===== src/rtl/bip_pkg.sv =====
// Shared definitions for the basic accumulator processor control unit:
// opcodes, ALU op codes, accumulator mux selects, FSM states and the decode bundle.
package bip_pkg;

    localparam int BITS_ADDRESS = 11;
    localparam int BITS_OPCODE  = 5;
    localparam int INSTR_W      = BITS_OPCODE + BITS_ADDRESS;

    localparam logic [4:0] OPC_HLT  = 5'b00000;
    localparam logic [4:0] OPC_STO  = 5'b00001;
    localparam logic [4:0] OPC_LD   = 5'b00010;
    localparam logic [4:0] OPC_LDI  = 5'b00011;
    localparam logic [4:0] OPC_ADD  = 5'b00100;
    localparam logic [4:0] OPC_ADDI = 5'b00101;
    localparam logic [4:0] OPC_SUB  = 5'b00110;
    localparam logic [4:0] OPC_SUBI = 5'b00111;

    localparam logic [5:0] OP_NONE = 6'b000000;
    localparam logic [5:0] OP_ADD  = 6'b100000;
    localparam logic [5:0] OP_SUB  = 6'b100010;

    localparam logic [1:0] SEL_A_RAM = 2'd0;
    localparam logic [1:0] SEL_A_IMM = 2'd1;
    localparam logic [1:0] SEL_A_ALU = 2'd2;

    typedef enum logic [2:0] {
        FETCH  = 3'd0,
        DECODE = 3'd1,
        EXEC   = 3'd2,
        WB     = 3'd3,
        HALT   = 3'd4
    } state_t;

    typedef struct packed {
        logic       needs_mem;
        logic       writes_acc;
        logic       writes_ram;
        logic [5:0] alu_op;
        logic [1:0] sel_a;
        logic       sel_b;
        logic       is_halt;
        logic       is_illegal;
    } decode_t;

endpackage


===== src/rtl/bip_instr_decoder.sv =====
// Combinational opcode decoder: maps the latched opcode to the datapath
// control bundle used by the sequencing FSM in EXEC and WB.
module bip_instr_decoder
    import bip_pkg::*;
#(
    parameter int bits_opcode = BITS_OPCODE
) (
    input  logic [bits_opcode-1:0] opcode,
    output decode_t                dec
);

    always_comb begin
        dec = '0;
        case (opcode)
            OPC_HLT:  dec.is_halt = 1'b1;
            OPC_STO:  dec.writes_ram = 1'b1;
            OPC_LDI: begin
                dec.writes_acc = 1'b1;
                dec.sel_a      = SEL_A_IMM;
            end
            OPC_ADDI, OPC_SUBI: begin
                dec.writes_acc = 1'b1;
                dec.sel_b      = 1'b1;
                dec.sel_a      = SEL_A_ALU;
                dec.alu_op     = (opcode == OPC_ADDI) ? OP_ADD : OP_SUB;
            end
            OPC_LD: begin
                dec.needs_mem  = 1'b1;
                dec.writes_acc = 1'b1;
                dec.sel_a      = SEL_A_RAM;
            end
            OPC_ADD, OPC_SUB: begin
                dec.needs_mem  = 1'b1;
                dec.writes_acc = 1'b1;
                dec.sel_b      = 1'b0;
                dec.sel_a      = SEL_A_ALU;
                dec.alu_op     = (opcode == OPC_ADD) ? OP_ADD : OP_SUB;
            end
            default:  dec.is_illegal = 1'b1;
        endcase
    end

endmodule


===== src/rtl/bip_control_unit.sv =====
// Fetch/decode/execute/write-back sequencer for the accumulator processor.
// Optional BIP_CYCLE_COUNT_EN adds cycle_count and instr_count performance counters.
module bip_control_unit
    import bip_pkg::*;
#(
    parameter int bits_address = BITS_ADDRESS,
    parameter int bits_opcode  = BITS_OPCODE
) (
    input  logic                              clk,
    input  logic                              reset,
    input  logic [bits_opcode+bits_address-1:0] instr_data,
    output logic                              WrPC,
    output logic [bits_address-1:0]           operand,
    output logic [1:0]                        SelA,
    output logic                              SelB,
    output logic                              WrAcc,
    output logic [5:0]                        Op,
    output logic                              WrRam,
    output logic                              RdRam,
    output logic                              halted,
    output logic                              illegal_op,
    output logic [2:0]                        dbg_state
`ifdef BIP_CYCLE_COUNT_EN
    ,
    output logic [31:0]                       cycle_count,
    output logic [15:0]                       instr_count
`endif
);

    state_t                               state, state_nxt;
    logic [bits_opcode+bits_address-1:0]  instr_reg;
    logic                                 illegal_q;
    decode_t                              dec;

    bip_instr_decoder #(.bits_opcode(bits_opcode)) u_decoder (
        .opcode (instr_reg[bits_opcode+bits_address-1 -: bits_opcode]),
        .dec    (dec)
    );

    always_ff @(posedge clk or posedge reset) begin
        if (reset) begin
            state     <= FETCH;
            instr_reg <= '0;
            illegal_q <= 1'b0;
        end else begin
            state <= state_nxt;
            // The ROM word is stable during DECODE, one cycle after FETCH.
            if (state == DECODE)
                instr_reg <= instr_data;
            if (state == EXEC && dec.is_illegal)
                illegal_q <= 1'b1;
        end
    end

    always_comb begin
        state_nxt = state;
        WrPC      = 1'b0;
        SelA      = SEL_A_RAM;
        SelB      = 1'b0;
        WrAcc     = 1'b0;
        Op        = OP_NONE;
        WrRam     = 1'b0;
        RdRam     = 1'b0;
        case (state)
            FETCH:  state_nxt = DECODE;
            DECODE: state_nxt = EXEC;
            EXEC: begin
                if (dec.is_halt) begin
                    state_nxt = HALT;
                end else if (dec.needs_mem) begin
                    RdRam     = 1'b1;
                    state_nxt = WB;
                end else begin
                    WrRam     = dec.writes_ram;
                    WrAcc     = dec.writes_acc;
                    SelA      = dec.sel_a;
                    SelB      = dec.sel_b;
                    Op        = dec.alu_op;
                    WrPC      = 1'b1;
                    state_nxt = FETCH;
                end
            end
            // RAM data returned for the read issued in EXEC is consumed here.
            WB: begin
                SelA      = dec.sel_a;
                SelB      = dec.sel_b;
                Op        = dec.alu_op;
                WrAcc     = 1'b1;
                WrPC      = 1'b1;
                state_nxt = FETCH;
            end
            HALT:    state_nxt = HALT;
            default: state_nxt = FETCH;
        endcase
    end

    assign operand    = instr_reg[bits_address-1:0];
    assign halted     = (state == HALT);
    // Visible already in the offending EXEC cycle, then held by the sticky register.
    assign illegal_op = illegal_q | ((state == EXEC) && dec.is_illegal);
    assign dbg_state  = state;

`ifdef BIP_CYCLE_COUNT_EN
    always_ff @(posedge clk or posedge reset) begin
        if (reset) begin
            cycle_count <= '0;
            instr_count <= '0;
        end else if (state != HALT) begin
            if (cycle_count != '1)
                cycle_count <= cycle_count + 32'd1;
            if (WrPC)
                instr_count <= instr_count + 16'd1;
        end
    end
`endif

endmodule

===== config.mk =====
export PLATFORM = sky130hd
export DESIGN_NAME = bip_control_unit
export DESIGN_NICKNAME = d
export VERILOG_FILES = /design/src/rtl/bip_pkg.sv /design/src/rtl/bip_instr_decoder.sv /design/src/rtl/bip_control_unit.sv
export SDC_FILE = /design/constraint.sdc
export NUM_CORES = 1
export LEC_CHECK = 0
export CORE_MARGIN = 5
export CORE_UTILIZATION = 37
export DETAILED_ROUTE_END_ITERATION = 10
export GPL_TIMING_DRIVEN = 0
export HOLD_SLACK_MARGIN = 0.06
export PLACE_DENSITY = 0.77
export SETUP_SLACK_MARGIN = 0.4
export SLEW_MARGIN = 15
export SYNTH_ARGS = -nofsm -noshare
export SYNTH_HDL_FRONTEND = slang
export SYNTH_SLANG_ARGS = --single-unit

===== constraint.sdc =====
create_clock -name clk -period 1.5 [get_ports clk]
set_input_delay 0.3 -clock clk [delete_from_list [all_inputs] [get_ports clk]]
set_output_delay 0.3 -clock clk [all_outputs]
set_load 0.005 [all_outputs]

==> results.yml <==
outcome:
  status: "complete, but fails checks"
  violations: "setup timing"
grt:
  grt_max_degree: 21
  grt_pass1_vias: 1038
  use_met1_pct: 16.4
  overflow: 0
  grt_use_total_pct: 15.0
  met3_usage_pct: 3.55
  antenna_found_initial: 0
  use_met2_pct: 26.5
  grt-busiest-layer: "met2"
  grt_pass1_wl_mm: 4.82
synth:
  yosysUniqueCellTypes: 26
  ys_top_cells_by_count: "20 x dfrtp_1, 16 x buf_4, 9 x mux2_4"
  async_reset_ff_share_pct: 100
  synth_ff_type: "dfrtp_1"
  synth_edf_count: 0
  yosys.area.top_type: "dfrtp_1"
  syn_area_sq_um: 1070
  synth_top_area_share_pct: 46.9
  synth-seq-area-share_pct: 46.9
  yosysWarnings: 0
  avgSynthCellArea_sq_um: 12.4
  yosysMostFrequentCell: "dfrtp_1"
  ys_seq_elements: 20
  synth_area_leaders: "dfrtp_1 47%, mux2_4 13%, buf_4 11%"
  netlist_instances: 86
clocking:
  clk_latency_ns: 0.32
  holdBufCountCts: 0
  numClockSinks: 20
  cts_made_buffers: 3
  cts_max_level: 1
  cts-root-buf: "clkbuf_4"
  cts_tree: "built"
  clk_path_buf_depth: 2
  path_clk_slew_ns: 0.12
pwr:
  finalPower_uw: 4580
  pwr-share-comb_pct: 65.9
  switchingPower_uw: 1490
  ir_drop_mv: 1.53
  seqPwrFrac_pct: 24.1
  pwr-share-clk_pct: 10.1
  p_per_area_nw_per_um2: 2150
  intPower_uw: 3090
  p_leak_uw: 0.00100
  power_switching_share_pct: 32.5
layout:
  largest_register_ffs: 16
  fin_nets: 185
  final_util_pct: 77.2
  antenna_cells: 0
  area_delta_synth_final_pct: 99.8
  drive_gt1_share_pct: 71.7
critical_path:
  slowest_delay_ns: 0.57
  critPathSlowestCell: "or4_4"
  cp_top_family: "simple AND/OR/NAND/NOR gates"
  critical_path_class: "reg2out"
  critical_path.max_fanout: 4
  worst_ep_arrival_time_ns: 1.77
  end_kind: "primary output"
  crit_chain: "or4_4 > buf_6 > and3_4 > buf_6"
  critPathLaunchType: "flip-flop"
  crit_buf_inv: 2
  crit_required_ns: 1.20
  cp_common_cell: "buf_6"
timing:
  min_period_over_period_pct: 138
  fmax_mhz: 483
  hold_viol: 0
  maxSlewViolCount: 0
  period_needed_ns: 2.07
  finalSetupViolCount: 29
  rsz0062_at_grt: "true"
  setup_slack_ns: -0.568
  worst_hold_slack_ns: 0.341
  fin_skew_ns: 0.00169
  fin_setup_tns_ns: -9.35
place:
  io_buffers: 42
  gp_congestion: 0.686
  dpl.hpwl_mm: 1.68
  pre_cts_ws_ns: -0.528
min_path:
  hold_class: "in2async"
floorplanning:
  initial_core_util_pct: 38.7
  core_area_sq_um: 2760
  dieArea_sq_um: 4050
  dieWidth_um: 63.7
  rows: 19
  fp.dieH_um: 63.7
  io_pins: 47
run:
  drv_cap: 0
detailed_routing:
  vias: 969
  routed_via_density: 4.92
  routed_wl_mm: 3.21
  wl_per_cell_um: 16.3
  post-route-drc-count: 0
  drtIter0Drc: 18
  dr.pass1.iters: 4
  ant_nets: 0
routing by layer:
metal | routed length (um) | up-vias
met2 | 1720 | 31
met1 | 1290 | 484
li1 | - | 448
met5 | 0 | -
met3 | 152 | 6
met4 | 49 | 0
power by group through the flow:
| stage | clock network [uW] | logic (uW) | registers (uW) |
|---|---|---|---|
| 5_1_grt | 496 | 3190 | 1140 |
| 3_3_place_gp | 0 | 1750 | 1030 |
| 3_5_place_dp | 0 | 1780 | 1040 |
| 6_report | 461 | 3020 | 1100 |
| 2_1_floorplan | 0 | 1160 | 985 |
| 4_1_cts | 460 | 2480 | 1080 |
what timing repair did:
action,CTS,global route
cloned,0,1
resized for setup,150,20
endpoints found under the setup margin,45,49
buffers inserted,18,12
pin swaps,10,7
endpoints found under the hold margin,0,0
logic make-up after synthesis:
| logic type | count (synthesis) | synth area share, % |
|---|---|---|
| buffers and inverters | 21 | 15.3 |
| DFF | 20 | 46.9 |
| and+or+nand+nor | 21 | 12.7 |
| muxes | 16 | 20.1 |
| other | 1 | 0.352 |
| AOI/OAI and AO/OA | 7 | 4.70 |
per-stage QoR:
step	instance area (sq um)	cells
floorplan	1130	89
global placement	1590	162
detailed placement	1590	162
CTS	1930	184
global route	2130	197
finish	2130	197
cell usage in the layout, fill, tap and decap left out, types with 2 or more instances in the layout:
cell type	netlist	final
and3_4	0	3
buf_12	1	2
buf_2	0	8
buf_4	16	19
buf_6	1	42
clkbuf_4	0	3
clkdlybuf4s50_1	0	17
conb_1	1	4
dfrtp_1	20	16
dfrtp_2	0	4
inv_1	3	2
mux2_2	7	3
mux2_4	9	13
nor2_1	4	2
nor2_2	0	2
nor3_4	0	2
nor3b_4	0	2
o31ai_4	0	4
layout make-up:
class / count / area [sq um]
Timing Repair Buffer: 73 / 718
Fill cell: 160 / 628
Multi-Input combinational cell: 48 / 603
Sequential cell: 20 / 505
Buffer: 18 / 196
Tap cell: 31 / 38.8
Clock inverter: 1 / 30.0
Clock buffer: 3 / 22.5
Inverter: 3 / 15.0
path summary, 6_finish.rpt:
kind,start,end,slack [ns],depth (start not counted)
max,instr_reg[14]$_DFFE_PP0N_,SelA[1],-0.57,4
min,reset,dbg_state[0]$_DFF_PP0_,0.34,2
max reg2reg,dbg_state[0]$_DFF_PP0_,instr_reg[1]$_DFFE_PP0N_,-0.35,8
min reg2reg,illegal_q$_DFFE_PP0P_,illegal_q$_DFFE_PP0P_,0.55,2
max in group asynchronous,reset,instr_reg[14]$_DFFE_PP0N_,0.87,2
min in group clk,illegal_q$_DFFE_PP0P_,illegal_q$_DFFE_PP0P_,0.55,2
Note: power is estimated with default switching activity, not from simulation.
